**config.mk**
```make
export PLATFORM = sky130hd
export DESIGN_NAME = sc_frog_move_ctrl
export DESIGN_NICKNAME = d
export VERILOG_FILES = /design/src/rtl/sc_frog_move_ctrl.sv
export SDC_FILE = /design/constraint.sdc
export NUM_CORES = 1
export LEC_CHECK = 0
export BUFFER_PORTS_ARGS = -buffer_cell sky130_fd_sc_hd__buf_4
export CORE_AREA = 4 4 62 64
export DETAILED_ROUTE_END_ITERATION = 10
export DIE_AREA = 0 0 66 68
export GPL_ROUTABILITY_DRIVEN = 0
export PLACE_DENSITY_LB_ADDON = 0.1
export SLEW_MARGIN = 20
export SYNTH_ARGS = -nofsm -noshare
export SYNTH_HDL_FRONTEND = slang
export SYNTH_SLANG_ARGS = --single-unit
```
**constraint.sdc**
```tcl
create_clock -name SC_FrogMoveCtrl_CLOCK_50 -period 3.65 [get_ports SC_FrogMoveCtrl_CLOCK_50]
set_input_delay 0.9125 -clock SC_FrogMoveCtrl_CLOCK_50 [delete_from_list [all_inputs] [get_ports SC_FrogMoveCtrl_CLOCK_50]]
set_output_delay 0.9125 -clock SC_FrogMoveCtrl_CLOCK_50 [all_outputs]
set_load 0.005 [all_outputs]
```
**src/rtl/sc_frog_move_ctrl.sv**
```systemverilog
// sc_frog_move_ctrl
// Command initiator for the point-type frog register. Converts active-low
// button presses into one-cycle shift / respawn strobes, tracks the frog's
// row, the remaining lives and the score, and flags collisions and nest hits.
// Every strobe is a registered decode of the state it belongs to.
module sc_frog_move_ctrl #(
    parameter int FMC_DATAWIDTH  = 8,
    parameter int FMC_ROWWIDTH   = 3,
    parameter int FMC_LIVES_INIT = 3,
    parameter int FMC_SCOREWIDTH = 4
) (
    input  logic                      SC_FrogMoveCtrl_CLOCK_50,
    input  logic                      SC_FrogMoveCtrl_RESET_InHigh,
    input  logic                      SC_FrogMoveCtrl_left_InLow,
    input  logic                      SC_FrogMoveCtrl_right_InLow,
    input  logic                      SC_FrogMoveCtrl_up_InLow,
    input  logic                      SC_FrogMoveCtrl_down_InLow,
    input  logic [FMC_DATAWIDTH-1:0]  SC_FrogMoveCtrl_frog_InBUS,
    input  logic [FMC_DATAWIDTH-1:0]  SC_FrogMoveCtrl_obstacle_InBUS,
    output logic [1:0]                SC_FrogMoveCtrl_shiftselection_Out,
    output logic                      SC_FrogMoveCtrl_collision_OutLow,
    output logic                      SC_FrogMoveCtrl_nest_reached_OutLow,
    output logic                      SC_FrogMoveCtrl_frog_reset_OutLow,
    output logic                      SC_FrogMoveCtrl_clear_OutLow,
    output logic [FMC_ROWWIDTH-1:0]   SC_FrogMoveCtrl_row_OutBUS,
    output logic [1:0]                SC_FrogMoveCtrl_lives_OutBUS,
    output logic [FMC_SCOREWIDTH-1:0] SC_FrogMoveCtrl_score_OutBUS
);

    typedef enum logic [2:0] {
        SPAWN,
        IDLE,
        SHL,
        SHR,
        CHECK,
        COLLIDE,
        NEST,
        GAMEOVER
    } state_t;

    localparam logic [FMC_ROWWIDTH-1:0]   NEST_ROW   = '1;
    localparam logic [FMC_ROWWIDTH-1:0]   ROW_ONE    = 1;
    localparam logic [FMC_ROWWIDTH-1:0]   ROW_ZERO   = '0;
    localparam logic [FMC_SCOREWIDTH-1:0] SCORE_MAX  = '1;
    localparam logic [FMC_SCOREWIDTH-1:0] SCORE_ONE  = 1;
    localparam logic [1:0]                LIVES_INIT = 2'(FMC_LIVES_INIT);

    localparam logic [1:0] SEL_HOLD  = 2'b00;
    localparam logic [1:0] SEL_LEFT  = 2'b01;
    localparam logic [1:0] SEL_RIGHT = 2'b10;

    state_t state;

    logic left_prev;
    logic right_prev;
    logic up_prev;
    logic down_prev;

    logic press_left;
    logic press_right;
    logic press_up;
    logic press_down;
    logic overlap;

    // A press is the cycle where the button is low but was high one clock ago,
    // so holding a button never produces a second command.
    assign press_left  = left_prev  & ~SC_FrogMoveCtrl_left_InLow;
    assign press_right = right_prev & ~SC_FrogMoveCtrl_right_InLow;
    assign press_up    = up_prev    & ~SC_FrogMoveCtrl_up_InLow;
    assign press_down  = down_prev  & ~SC_FrogMoveCtrl_down_InLow;

    assign overlap = |(SC_FrogMoveCtrl_frog_InBUS & SC_FrogMoveCtrl_obstacle_InBUS);

    // Previous button levels for falling-edge detection (released after reset).
    always_ff @(posedge SC_FrogMoveCtrl_CLOCK_50) begin
        if (SC_FrogMoveCtrl_RESET_InHigh) begin
            left_prev  <= 1'b1;
            right_prev <= 1'b1;
            up_prev    <= 1'b1;
            down_prev  <= 1'b1;
        end else begin
            left_prev  <= SC_FrogMoveCtrl_left_InLow;
            right_prev <= SC_FrogMoveCtrl_right_InLow;
            up_prev    <= SC_FrogMoveCtrl_up_InLow;
            down_prev  <= SC_FrogMoveCtrl_down_InLow;
        end
    end

    // Game FSM with counters; each strobe is set on entry to its state and
    // falls back to inactive by default, giving clean one-cycle pulses.
    always_ff @(posedge SC_FrogMoveCtrl_CLOCK_50) begin
        if (SC_FrogMoveCtrl_RESET_InHigh) begin
            state                               <= SPAWN;
            SC_FrogMoveCtrl_row_OutBUS          <= ROW_ZERO;
            SC_FrogMoveCtrl_lives_OutBUS        <= LIVES_INIT;
            SC_FrogMoveCtrl_score_OutBUS        <= '0;
            SC_FrogMoveCtrl_shiftselection_Out  <= SEL_HOLD;
            SC_FrogMoveCtrl_collision_OutLow    <= 1'b1;
            SC_FrogMoveCtrl_nest_reached_OutLow <= 1'b1;
            SC_FrogMoveCtrl_frog_reset_OutLow   <= 1'b0;
            SC_FrogMoveCtrl_clear_OutLow        <= 1'b1;
        end else begin
            SC_FrogMoveCtrl_shiftselection_Out  <= SEL_HOLD;
            SC_FrogMoveCtrl_collision_OutLow    <= 1'b1;
            SC_FrogMoveCtrl_nest_reached_OutLow <= 1'b1;
            SC_FrogMoveCtrl_frog_reset_OutLow   <= 1'b1;
            SC_FrogMoveCtrl_clear_OutLow        <= 1'b1;

            case (state)
                SPAWN: begin
                    SC_FrogMoveCtrl_row_OutBUS <= ROW_ZERO;
                    state                      <= IDLE;
                end

                IDLE: begin
                    // A moving obstacle hitting a still frog outranks any press.
                    if (overlap) begin
                        state                            <= COLLIDE;
                        SC_FrogMoveCtrl_collision_OutLow <= 1'b0;
                    end else if (press_up) begin
                        SC_FrogMoveCtrl_row_OutBUS <= SC_FrogMoveCtrl_row_OutBUS + ROW_ONE;
                        state                      <= CHECK;
                    end else if (press_down) begin
                        if (SC_FrogMoveCtrl_row_OutBUS != ROW_ZERO) begin
                            SC_FrogMoveCtrl_row_OutBUS <= SC_FrogMoveCtrl_row_OutBUS - ROW_ONE;
                            state                      <= CHECK;
                        end
                    end else if (press_left) begin
                        if (!SC_FrogMoveCtrl_frog_InBUS[FMC_DATAWIDTH-1]) begin
                            state                              <= SHL;
                            SC_FrogMoveCtrl_shiftselection_Out <= SEL_LEFT;
                        end
                    end else if (press_right) begin
                        if (!SC_FrogMoveCtrl_frog_InBUS[0]) begin
                            state                              <= SHR;
                            SC_FrogMoveCtrl_shiftselection_Out <= SEL_RIGHT;
                        end
                    end
                end

                SHL, SHR: begin
                    state <= CHECK;
                end

                CHECK: begin
                    if (overlap) begin
                        state                            <= COLLIDE;
                        SC_FrogMoveCtrl_collision_OutLow <= 1'b0;
                    end else if (SC_FrogMoveCtrl_row_OutBUS == NEST_ROW) begin
                        state                               <= NEST;
                        SC_FrogMoveCtrl_nest_reached_OutLow <= 1'b0;
                    end else begin
                        state <= IDLE;
                    end
                end

                COLLIDE: begin
                    SC_FrogMoveCtrl_lives_OutBUS <= SC_FrogMoveCtrl_lives_OutBUS - 2'd1;
                    if (SC_FrogMoveCtrl_lives_OutBUS == 2'd1) begin
                        state                        <= GAMEOVER;
                        SC_FrogMoveCtrl_clear_OutLow <= 1'b0;
                    end else begin
                        state                             <= SPAWN;
                        SC_FrogMoveCtrl_frog_reset_OutLow <= 1'b0;
                    end
                end

                NEST: begin
                    if (SC_FrogMoveCtrl_score_OutBUS != SCORE_MAX) begin
                        SC_FrogMoveCtrl_score_OutBUS <= SC_FrogMoveCtrl_score_OutBUS + SCORE_ONE;
                    end
                    state                             <= SPAWN;
                    SC_FrogMoveCtrl_frog_reset_OutLow <= 1'b0;
                end

                GAMEOVER: begin
                    SC_FrogMoveCtrl_lives_OutBUS <= 2'd0;
                    SC_FrogMoveCtrl_clear_OutLow <= 1'b0;
                    state                        <= GAMEOVER;
                end

                default: begin
                    state                             <= SPAWN;
                    SC_FrogMoveCtrl_frog_reset_OutLow <= 1'b0;
                end
            endcase
        end
    end

endmodule

```
==> run metrics, run 1 <==
worst hold start=right_prev; cell accounting for the most synthesized area=dfxtp_1; Final Skew=0.00144 ns; 1st-iter DRT viols=17; worst-case clock buffer depth=2; Clk Latency, worst-skew pair=0.30 ns; Area Growth Syn to Fin=29.7%; Crit Reg-Reg Startpoint=up_prev; HPWL Detailed=1.96 mm; Main synth FF type=dfxtp_1; switching share of total power=25.3%; Power per Cell Area=322 mW/mm^2; Final setup viols=0; top cell type's share of synthesized area=38.9%; Slew HR=59.0%; Cell Int Power=353 uW; CP max stage cell=or3_4; fmax=0.447 GHz; Initial Util=34.5%; CP Max Fanout=5; die height=68 um; global route hottest layer=met2; CP Data Arrival Time=2.48 ns; fillers=335; Tot GR Track Use=11.8%; critical path startpoint category=input pin; maxcap violations=0; die area=0.00449 sq mm; final wirelength=2.46 mm; final net count=183; CTS tree=built; worst path required time=3.89 ns; RSZ-0062 raised after global routing=false; status=complete, no violations; final period utilization=61.3%; Avg Inst Size Synth=9.22 sq um; antenna cell count=0; first-pass GRT wire length=4.08 mm; largest net degree at the start of global routing=21; Worst-path clk slew=0.12 ns; IO Port Bufs=36; post-CTS sizing=0; via count=990; Distinct cells, synth=44; Net Sw Power=120 uW; post-route ant nets=0; crit path cell chain=buf_4, nor2b_1, nor2_2, or3_4, or3_1, a31oi_1; Num Clock Sinks=22; Worst Tran Pin Value=0.611 ns; core area=0.00328 sq mm; TNS Setup=0 ns; top cells by area in the synthesized netlist=dfxtp_1, a22oi_4, nor2_1; nature of the critical path endpoint=register; initial antenna violation count=0; Post-synth EDFFs=0; dpl ws=1.08 ns; Final Slew Violations=0; Setup CP Type=in -> reg; DR DRC count=0; dominant cell by count in the synthesized netlist=dfxtp_1; min cycle time layout=2.24 ns; IR drop worst, VDD=0.000174 V; Die X=66 um; Yosys warning total=0; H-tree lvl count=1; Num CTS Buffers=3; met3 usage=2.13%; CTS Hold Bufs=0; Cell Area, Synth=0.00113 sq mm; Wirelength per Cell=12.1 um; vias in the first global route=919; Root Driver=clkbuf_4; sequential share of the synthesized area=38.9%; standard-cell row count=21; clock power share=28.0%; combinational share of power=17.4%; drt pass-1 iters=4; Remaining Overflow, GRT=0; #FFs+latches synth=22; Async SR Flop Fraction=0%; Fin. Hold Viols=0; Synth Net Count=148; CP max stage delay=0.40 ns; Final WS setup=1.41 ns; met1 Usage GRT=15.0%; DR vias/cell=4.88; crit path launch=SC_FrogMoveCtrl_up_InLow; worst min path class=reg -> reg; share of power burned in registers=54.6%; Post-synth top cells=dfxtp_1, nor2_1, nand2_1; layout cells sized above 1=35.7%; synthesized instance count=123; Post CTS Setup Buffer Count=0; IO Count=37; Global Route met2 Usage=19.0%; LEAKAGE=0.000596 uW
metrics by stage:
| step | utilization [%] | hold WS [ns] | std cells | total power (uW) | cell area, sq um |
|---|---|---|---|---|---|
| after detailed placement | 43.7 | 0.485 | 199 | 348 | 1430 |
| after CTS | 44.8 | 0.518 | 203 | 480 | 1470 |
| after global placement | 43.7 | 0.478 | 199 | 346 | 1430 |
| final | 44.8 | 0.504 | 203 | 473 | 1470 |
| after floorplan | - | 0.443 | 123 | 311 | 1130 |
| after global routing | 44.8 | 0.543 | 203 | 500 | 1470 |
placed cells by master, fill, tap and decap left out, types with 3 or more instances in the layout:
| cell | Yosys | layout |
|---|---|---|
| inv_1 | 5 | 5 |
| or3_1 | 4 | 4 |
| xor2_1 | 3 | 3 |
| clkbuf_4 | 0 | 3 |
| o21ai_0 | 6 | 6 |
| buf_4 | 1 | 36 |
| a21oi_1 | 6 | 6 |
| dfxtp_1 | 22 | 22 |
| nor2_1 | 11 | 11 |
| or2_2 | 6 | 6 |
| nand3_1 | 4 | 4 |
| a22oi_4 | 3 | 3 |
| nor4_1 | 3 | 3 |
| nand2_1 | 7 | 7 |
registers in the layout, summed over array words and instances, names as in the netlist:
register,cells
state,3
SC_FrogMoveCtrl_collision_OutLow,1
up_prev,1
SC_FrogMoveCtrl_nest_reached_OutLow,1
down_prev,1
SC_FrogMoveCtrl_clear_OutLow,1
SC_FrogMoveCtrl_frog_reset_OutLow,1
right_prev,1
SC_FrogMoveCtrl_score_OutBUS,4
SC_FrogMoveCtrl_shiftselection_Out,2
left_prev,1
SC_FrogMoveCtrl_lives_OutBUS,2
SC_FrogMoveCtrl_row_OutBUS,3
metal layers:
metal / up-vias / share of wire [%]
met4: 0 / 1.7
met5: - / 0
met2: 12 / 51
met1: 463 / 44
met3: 4 / 3.5
li1: 511 / -
path summary, 6_finish.rpt:
check / slack [ns] / cells after the start / endpoint
setup / recovery: 1.41 / 6 / SC_FrogMoveCtrl_row_OutBUS[2]
hold / removal: 0.50 / 2 / SC_FrogMoveCtrl_shiftselection_Out[1]
setup reg to reg: 1.79 / 5 / SC_FrogMoveCtrl_row_OutBUS[2]
hold reg to reg: 0.50 / 2 / SC_FrogMoveCtrl_shiftselection_Out[1]
power by group through the flow:
stage / registers (uW) / logic, uW / clock network, uW
detailed placement: 264 / 83.6 / 0
finish: 258 / 82.3 / 132
global placement: 263 / 82.8 / 0
floorplan: 258 / 53.5 / 0
global route: 260 / 92.2 / 148
CTS: 258 / 83.9 / 138
final cells by class:
type | count | area [sq um] | area share (%)
Timing Repair Buffer | 36 | 270 | 18.4
Tap cell | 46 | 57.6 | 3.91
Multi-Input combinational cell | 90 | 647 | 44.0
Clock buffer | 4 | 36.3 | 2.47
Sequential cell | 22 | 440 | 30.0
Inverter | 5 | 18.8 | 1.28
cells by family (layout without fill, tap and decap cells):
group	after synthesis	in the layout	share of synthesized area [%]
buffers and inverters	11	45	4.08
AO/OA/AOI/OAI	29	29	21.1
AND/OR/NAND/NOR	52	52	27.3
multiplexers	1	1	0.883
adder cells (fa/ha/maj)	3	3	3.97
XOR/XNOR	5	5	3.86
flip-flops	22	22	38.9
worst max-delay path: cells and delay by family:
family / cells / cell delay [ns]
AOI/OAI and AO/OA: 1 / 0.16
and+or+nand+nor: 4 / 1.30
buffers and inverters: 1 / 0.11
(Power assumes the default switching activity.)
==> inputs of run 2 (changes only) <==
clock period = 2 ns   (was 3.65 ns; I/O delays follow)
==> run 2 against run 1 <==
  * Cell area rose by 3.6%
  * Via count rose by 3.7%
  * Sequential share of layout area fell by 1.0 points
  * Routed wire length rose by 6.9%
  * Clock skew rose by 0.0098 ns
  * Count of clock-buffer cells in the layout did not move
  * Critical path depth fell by 1
  * Combinational power rose by 110%
  * Sequential cell count did not move
  * Total power rose by 86%
  * Largest power group unchanged
==> run metrics, run 2 (synthesized netlist as in run 1, its figures left out) <==
status=complete, no violations; post-route ant nets=0 (unchanged); antenna cell count=0 (unchanged); R2R depth=5 (unchanged); most frequent cells in the layout=buf_4, dfxtp_1, nor2_1, nand2_1; die height=68 um (unchanged); Initial Util=34.5% (unchanged); Num Clock Sinks=22 (unchanged); share of power burned in registers=52.9% (-1.7 points); fmax=0.576 GHz; Clk Latency, worst-skew pair=0.31 ns (about the same); fillers=329 (-1.8%); Wirelength per Cell=12.5 um (+3.3%); HPWL Detailed=2.03 mm (+3.8%); worst path required time=2.24 ns (-1.65 ns); WP depth=5 (-1); Final Core Density=46.4% (+1.6 points); number of flip-flops in the largest register=4 (unchanged); Remaining Overflow, GRT=0 (unchanged); first-pass GRT wire length=4.34 mm (+6.5%); RSZ-0062 raised after global routing=false; Worst-path clk slew=0.13 ns (about the same); Power per Cell Area=578 mW/mm^2 (+80%); core area=0.00328 sq mm (unchanged); cell area after layout=0.00152 sq mm (+3.6%); Routed met1 length=1.14 mm (+5.1%); Post-Layout Cell Count=210 (+3.4%); worst-case clock buffer depth=2 (unchanged); Inst Count DP=206 (+3.5%); Top Registers=SC_FrogMoveCtrl_score_OutBUS (4), SC_FrogMoveCtrl_row_OutBUS (3), state (3); layout cells sized above 1=38.4% (+2.7 points); DP Area=0.00149 sq mm (+3.7%); worst min path class=in -> reg; standard-cell row count=21 (unchanged); Net Sw Power=225 uW (+87%); Post CTS Setup Buffer Count=0 (unchanged); CP Data Arrival Time=1.97 ns (-0.51 ns); Setup CP Type=reg -> reg; FF+latch area=440 sq um (unchanged); DR vias/cell=4.89 (+0.28%); CTS tree=built; nature of the critical path endpoint=register; most common cell after layout, fill and taps aside=buf_4; highest routed metal layer=met4; critical path startpoint category=register; final net count=190 (+3.8%); CTS Hold Bufs=0 (unchanged); Min Hold Slack=0.389 ns (-0.115 ns); WHS Path Cells=2 (unchanged); Fin. Hold Viols=0 (unchanged); wire length on met3=118 um (+37%); largest net degree at the start of global routing=21 (unchanged); post-CTS sizing=0 (unchanged); family with the most delay on the worst path=flip-flops; initial antenna violation count=0 (unchanged); maxcap violations=0 (unchanged); combinational share of power=19.4% (+2.0 points); Slew HR=72.9% (+14 points); Area Growth Syn to Fin=34.3%; DR DRC count=0 (unchanged); IO Count=37 (unchanged); clock power share=27.6% (-0.4 points); Buf+Inv Stages, Crit Path=1 (unchanged); Num CTS Buffers=3 (unchanged); CP max stage cell=dfxtp_1; final period utilization=86.8%; Worst Tran Pin Value=0.405 ns (-0.205 ns); Final Slew Violations=0 (unchanged); Tot GR Track Use=12.5% (+0.71 points); min cycle time layout=1.74 ns; crit path cell chain=inv_1, fa_1, xnor2_1, or3_1, a31oi_1; area of the multi-input gates=647 sq um (unchanged); switching share of total power=25.5% (+0.18 points); Final setup viols=0 (unchanged); met2 wire len=1.34 mm (+7.7%); IO Port Bufs=36 (unchanged); Die X=66 um (unchanged); TNS Setup=0 ns (unchanged); CP max stage delay=0.46 ns (+0.06 ns); Biggest register=SC_FrogMoveCtrl_score_OutBUS; Root Driver=clkbuf_4; final wirelength=2.63 mm (+6.9%); Cell Int Power=655 uW (+86%); LEAKAGE=0.000630 uW (+5.7%); CP Max Fanout=6 (+1); die area=0.00449 sq mm (unchanged); via count=1027 (+3.7%); H-tree lvl count=1 (unchanged); vias in the first global route=980 (+6.6%); Final Skew=0.0112 ns (+0.00978 ns); IR drop worst, VDD=0.000385 V (+120%); drt pass-1 iters=4 (unchanged); 1st-iter DRT viols=55 (+38)
==> run 2: changes by cell type in the layout (fill, tap and decap cells not counted), sizes merged <==
cell,delta
buf,+7
==> run 2: layout make-up <==
cell class / instances / share of cell area [%]
multi-input cells: 90 / 42.5
flip-flops and latches: 22 / 28.9
repair buffers: 43 / 21.2
well taps: 46 / 3.78
clock buffers: 4 / 2.38
inverters: 5 / 1.23
==> run 2: power groups by stage <==
stage               clock [uW]  combinational [uW]  sequential [uW]
floorplan                    0                97.7              471
global placement             0                 170              475
detailed placement           0                 172              476
CTS                        256                 173              466
global route               283                 190              469
finish                     243                 171              466
==> run 2: path summary, 6_finish.rpt <==
| kind | slack (ns) | endpoint | startpoint |
|---|---|---|---|
| hold / removal | 0.39 | left_prev | SC_FrogMoveCtrl_left_InLow |
| setup reg to reg | 0.26 | SC_FrogMoveCtrl_row_OutBUS[2] | SC_FrogMoveCtrl_row_OutBUS[0] |
| setup / recovery | 0.26 | SC_FrogMoveCtrl_row_OutBUS[2] | SC_FrogMoveCtrl_row_OutBUS[0] |
| hold reg to reg | 0.50 | SC_FrogMoveCtrl_shiftselection_Out[1] | right_prev |
==> run 2: per-stage QoR <==
stage | total power [uW] | worst slack (ns)
final | 880 | 0.264
after global routing | 942 | 0.148
after CTS | 895 | 0.254
after detailed placement | 648 | 0.0552
after global placement | 645 | 0.0657
after floorplan | 568 | 0.145
==> run 2: worst register-to-register path, delay by kind of cell, from the launching register on <==
| family | cells | cell delay, ns |
|---|---|---|
| buffers and inverters | 1 | 0.10 |
| and+or+nand+nor | 1 | 0.34 |
| AOI/OAI and AO/OA | 1 | 0.15 |
| DFF | 1 | 0.46 |
| xor gates and xnor gates | 1 | 0.16 |
| adders and majority gates | 1 | 0.45 |
==> run 2: metal layers <==
metal / vias up / global-route usage (%)
li1: 522 / -
met1: 481 / 15.5
met2: 20 / 21.3
met3: 4 / 2.13
met4: 0 / 5.33
met5: - / 0
